--- config.mk ---
export PLATFORM = sky130hd
export DESIGN_NAME = softmax_norm
export DESIGN_NICKNAME = d
export VERILOG_FILES = /design/src/rtl/softmax_norm.sv
export SDC_FILE = /design/constraint.sdc
export NUM_CORES = 1
export LEC_CHECK = 0
export CAP_MARGIN = 10
export CORE_ASPECT_RATIO = 1.4
export CORE_UTILIZATION = 60
export DETAILED_ROUTE_END_ITERATION = 6
export PLACE_DENSITY = 0.89
export REMOVE_ABC_BUFFERS = 1
export SETUP_SLACK_MARGIN = 0.1
export SLEW_MARGIN = 20
export SYNTH_ARGS = -nofsm -noshare
export SYNTH_HDL_FRONTEND = slang
export SYNTH_SLANG_ARGS = --single-unit
--- constraint.sdc ---
create_clock -name clk -period 4.4 [get_ports clk]
set_clock_uncertainty 0.15 [all_clocks]
set_input_delay 0.66 -clock clk [delete_from_list [all_inputs] [get_ports clk]]
set_output_delay 0.66 -clock clk [all_outputs]
set_load 0.005 [all_outputs]
--- src/rtl/softmax_norm.sv ---
// softmax_norm: normalises a vector of NUM_CLASSES exp values into probabilities.
// Each vector is collected and summed. Each element is then divided by the sum,
// one element at a time, using a bit-serial restoring divider. Each quotient is
// returned in the same unsigned Q format as the input.
// Optional feature: define SOFTMAX_ARGMAX_EN to add norm_argmax_out. This output
// carries the index of the largest input, with the lowest index winning on ties.
module softmax_norm #(
  parameter int NUM_CLASSES = 10,
  parameter int DATA_WIDTH  = 16,
  parameter int FRACTION    = 8
) (
  input  logic                  clk,
  input  logic                  rst,
  output logic                  norm_ready_in,
  input  logic                  norm_valid_in,
  input  logic [DATA_WIDTH-1:0] norm_data_in,
  input  logic                  norm_ready_out,
  output logic                  norm_valid_out,
  output logic [DATA_WIDTH-1:0] norm_data_out,
  output logic                  norm_last_out
`ifdef SOFTMAX_ARGMAX_EN
  ,
  output logic [$clog2(NUM_CLASSES)-1:0] norm_argmax_out
`endif
);

  localparam int KW    = $clog2(NUM_CLASSES);
  localparam int SUM_W = DATA_WIDTH + KW;
  localparam int QW    = DATA_WIDTH + FRACTION;
  localparam int CW    = $clog2(QW + 1);
  localparam logic [KW-1:0] K_LAST   = KW'(NUM_CLASSES - 1);
  localparam logic [CW-1:0] CNT_LAST = CW'(QW);

  typedef enum logic [1:0] {COLLECT, DIVIDE, OUTPUT} state_t;

  state_t                state;
  logic [KW-1:0]         k;
  logic [SUM_W-1:0]      acc;
  logic [CW-1:0]         cnt;
  logic [QW-1:0]         dvd;
  logic [SUM_W-1:0]      rem;
  logic [QW-1:0]         quo;
  logic [DATA_WIDTH-1:0] x [NUM_CLASSES];

  logic                  in_hs;
  logic [SUM_W:0]        rem_shift;
  logic [SUM_W:0]        rem_sub;
  logic                  qbit;
  logic [SUM_W-1:0]      rem_next;
  logic [QW-1:0]         quo_next;

  // Input is only accepted while collecting and never while reset is asserted.
  assign norm_ready_in = (state == COLLECT) && !rst;
  assign in_hs         = norm_valid_in && norm_ready_in;

  // One restoring-division step. A zero divisor forces every quotient bit to 0.
  always_comb begin
    rem_shift = {rem, dvd[QW-1]};
    rem_sub   = rem_shift - {1'b0, acc};
    qbit      = (acc != '0) && (rem_shift >= {1'b0, acc});
    rem_next  = qbit ? rem_sub[SUM_W-1:0] : rem_shift[SUM_W-1:0];
    quo_next  = {quo[QW-2:0], qbit};
  end

  // Sample storage. This is a pure datapath array and needs no reset.
  always_ff @(posedge clk) begin
    if (in_hs) x[k] <= norm_data_in;
  end

  // Control FSM with the divider and the registered output stage.
  // In DIVIDE, cnt==0 loads the dividend. cnt 1..QW then each produce one quotient bit.
  always_ff @(posedge clk) begin
    if (rst) begin
      state          <= COLLECT;
      k              <= '0;
      acc            <= '0;
      cnt            <= '0;
      dvd            <= '0;
      rem            <= '0;
      quo            <= '0;
      norm_valid_out <= 1'b0;
      norm_data_out  <= '0;
      norm_last_out  <= 1'b0;
    end else begin
      case (state)
        COLLECT: begin
          if (in_hs) begin
            acc <= acc + SUM_W'(norm_data_in);
            if (k == K_LAST) begin
              state <= DIVIDE;
              k     <= '0;
              cnt   <= '0;
            end else begin
              k <= k + 1'b1;
            end
          end
        end
        DIVIDE: begin
          if (cnt == '0) begin
            dvd <= QW'(x[k]) << FRACTION;
            rem <= '0;
            quo <= '0;
            cnt <= cnt + 1'b1;
          end else begin
            dvd <= dvd << 1;
            rem <= rem_next;
            quo <= quo_next;
            if (cnt == CNT_LAST) begin
              state          <= OUTPUT;
              cnt            <= '0;
              norm_valid_out <= 1'b1;
              norm_data_out  <= quo_next[DATA_WIDTH-1:0];
              norm_last_out  <= (k == K_LAST);
            end else begin
              cnt <= cnt + 1'b1;
            end
          end
        end
        OUTPUT: begin
          if (norm_ready_out) begin
            norm_valid_out <= 1'b0;
            norm_last_out  <= 1'b0;
            if (k == K_LAST) begin
              state <= COLLECT;
              k     <= '0;
              acc   <= '0;
            end else begin
              state <= DIVIDE;
              k     <= k + 1'b1;
            end
          end
        end
        default: state <= COLLECT;
      endcase
    end
  end

`ifdef SOFTMAX_ARGMAX_EN
  logic [DATA_WIDTH-1:0] max_val;
  logic [KW-1:0]         max_idx;
  logic                  new_max;

  // A strictly greater value is required to replace the current maximum, so the lowest index wins ties.
  assign new_max = (k == '0) || (norm_data_in > max_val);

  // Track the running maximum. The published index changes only when the vector completes.
  always_ff @(posedge clk) begin
    if (rst) begin
      max_val         <= '0;
      max_idx         <= '0;
      norm_argmax_out <= '0;
    end else if (in_hs) begin
      if (new_max) begin
        max_val <= norm_data_in;
        max_idx <= k;
      end
      if (k == K_LAST) norm_argmax_out <= new_max ? k : max_idx;
    end
  end
`endif

endmodule

==> metrics.csv <==
metric;value;unit
total CTS buffers;25;
Post-Synth Simple-Gate Area;13.3;%
Slew Limit Fails;0;
# resized after CTS;0;
IO buf count;38;
compound-gate portion of the synthesized area;12.7;%
Synth Area in XOR/XNOR;1.66;%
Distinct cells, synth;68;
Net Switching;1.41;mW
Final period util;71.1;%
synthesized instance count;1053;
CP Class;input port to flop;
First DRT Iteration DRCs;755;
Worst R2R Start;acc[1];
Post-Syn Area;12100;um^2
ratio of cells with drive above 1 in the final layout;10.6;%
clock sinks;264;
CTS tree;done;
hpwl dp;18.5;mm
Die H;170;um
GRT overflow;0;
fin nets;1151;
Max-Cap Viols;0;
clock root cell;clkbuf_16;
Switching Fraction;24.8;%
Total GRT Usage;28.0;%
Tightest Pin Transition;1.13;ns
clock network fraction of design power;39.2;%
Skew-Pair Late Insertion Delay;0.52;ns
Final Setup Violations;0;
multiplexer share of the synthesized area;8.26;%
area delta synth->final;12.7;%
WL final;28.5;mm
Final Critical Period;3.13;ns
first-pass GRT wire length;44.8;mm
Post CTS Setup Buffer Count;0;
number of synthesized register bits;264;
Power Density;415;nW/um^2
P_leak;4.84;nW
final instance area;13700;um^2
Worst Path Arrival;3.38;ns
Synth async-reset ratio;0;%
Starting Density;61.1;%
most used flip-flop cell after synthesis;edfxtp_1;
Seq pwr share;47.7;%
Relative slew margins;24.4;%
drt drc;0;
initial antenna violation count;0;
YS warnings;0;
WL/cell;20.9;um
setup TNS;0;ns
I/O pin count;39;
combinational power share;13.2;%
Die W;122;um
H-tree depth;1;
Post-Synth Adder-Cell Area;4.25;%
highest clock rate;320;MHz
core region area;19800;um^2
vias;8756;
status;completed;
router iterations before antenna repair;5;
vias per cell;6.43;
critical path launch point;norm_data_in[1];
Post-synth EDFFs;160;
CP Capture Type;flop;
cts hold-fix bufs;0;
Hold Crit Class;flop to flop;
Crit Path Max Fanout;12;
Max Root-Sink Buffers;3;
number of global-route vias before repair;8678;
Core Rows;61;
RSZ-0062 raised after global routing;no;
sequential share of the synthesized area;56.8;%
largest family of logic cells by synthesized area;simple AND/OR/NAND/NOR gates;
Total Power;5.67;mW
CP required;4.65;ns
antenna diode count;0;
DRT antenna net count;0;
routability congestion estimate;0.973;
CP Launch Type;input port;
peak supply drop;0.000291;V
Int Pwr;4.26;mW
placed cell area;12800;um^2
die area;20800;um^2
Filler cells;1340;
pin count of the biggest net entering global routing;75;
final hold vios;0;
Hold Startpoint;norm_data_out[3];
Worst-path clk slew;0.06;ns
Mapped Avg Cell Area;11.5;um^2
## registers in the layout (all words and copies together) (netlist names), 2 cells and up, named ones only
signal         flops
state              2
k                  4
x                160
quo               15
dvd               16
acc               20
norm_data_out     16
rem               20
cnt                5
## cell families after synthesis
group,after synthesis
and+or+nand+nor,348
DFF,264
AOI/OAI and AO/OA,232
buffers and inverters,86
muxes,60
adders and majority gates,40
xor gates and xnor gates,23
## Yosys cell counts, types with 5 or more instances
cell	instances	area [um^2]
a211oi_1	22	165
a21o_1	9	67.6
a21oi_1	72	360
a22oi_1	19	143
a31oi_1	5	31.3
a32oi_1	5	43.8
and3_1	9	56.3
buf_1	5	18.8
buf_2	5	25.0
clkbuf_1	36	135
dfxtp_1	104	2080
edfxtp_1	160	4800
ha_1	38	475
inv_1	35	131
mux2i_1	28	280
mux4_2	32	721
nand2_1	102	383
nand2b_1	9	56.3
nand3_1	19	95.1
nor2_1	117	439
nor2b_1	23	144
nor3_1	21	105
nor4_1	21	131
o211ai_1	5	37.5
o21a_1	6	45.0
o21ai_0	40	200
o21ai_1	8	40.0
o21bai_1	5	37.5
or3_1	5	31.3
xnor2_1	12	105
xor2_1	11	96.3
## placed cells by master, fill, tap and decap left out, types with 5 or more instances in the layout
cell type / n
a211oi_1: 22
a21o_1: 9
a21oi_1: 72
a22oi_1: 19
a31oi_1: 5
a32oi_1: 5
and3_1: 9
buf_4: 23
clkbuf_16: 26
clkbuf_8: 5
clkdlybuf4s50_1: 37
dfxtp_1: 103
edfxtp_1: 160
ha_1: 38
inv_1: 35
mux2i_1: 28
mux4_2: 32
nand2_1: 102
nand2b_1: 9
nand3_1: 19
nor2_1: 117
nor2b_1: 23
nor3_1: 17
nor4_1: 20
o211ai_1: 5
o21a_1: 6
o21ai_0: 40
o21ai_1: 8
o21bai_1: 5
or3_1: 5
xnor2_1: 12
xor2_1: 11
## power by group through the flow
stage          clock network, mW  logic (mW)  registers [mW]
2_1_floorplan                  0       0.519            2.75
3_3_place_gp                   0       0.705            2.75
3_5_place_dp                   0       0.725            2.76
4_1_cts                     2.22       0.735            2.70
5_1_grt                     2.31       0.812            2.71
6_report                    2.22       0.746            2.70
## metal layers
metal | GRT usage (%) | share of wire (%) | vias to the layer above
met2 | 49.3 | 52 | 388
met1 | 33.4 | 37 | 4271
met3 | 3.25 | 6.1 | 108
met4 | 14.1 | 4.7 | 0
li1 | - | - | 3989
met5 | 0 | 0 | -
## layout make-up
type | instances | area [um^2] | share of cell area (%)
sequential | 264 | 6890 | 50.4
multi-input combinational | 703 | 4900 | 35.9
clock buffer | 35 | 738 | 5.40
timing repair buffer | 62 | 568 | 4.16
tap | 252 | 315 | 2.31
inverter | 35 | 131 | 0.962
clock inverter | 10 | 121 | 0.888
## worst max-delay path, cell delays in order
cell	delay, ns
clkdlybuf4s50_1	0.43
buf_4	0.19
ha_1	0.35
a211oi_1	0.30
o21bai_1	0.18
o211ai_1	0.35
a31oi_1	0.14
o21a_1	0.19
or3_1	0.32
a32o_1	0.26
## through the flow
step,std cells,setup WS (ns),util [%],hold slack (ns)
after floorplan,1002,0.815,-,0.276
after global placement,1316,0.935,64.5,0.296
after detailed placement,1316,0.856,64.5,0.301
after CTS,1361,1.32,68.9,0.312
after global routing,1361,1.09,68.9,0.327
final,1361,1.27,68.9,0.307
## final timing paths
check                           slack (ns)               end  depth (start not counted)
worst max-delay path                  1.27           acc[13]                         10
worst max register to register        1.27           rem[14]                          9
worst min register to register        0.31  norm_data_out[3]                          2
worst min-delay path                  0.31  norm_data_out[3]                          2
Power figures use the tool's default switching activity.
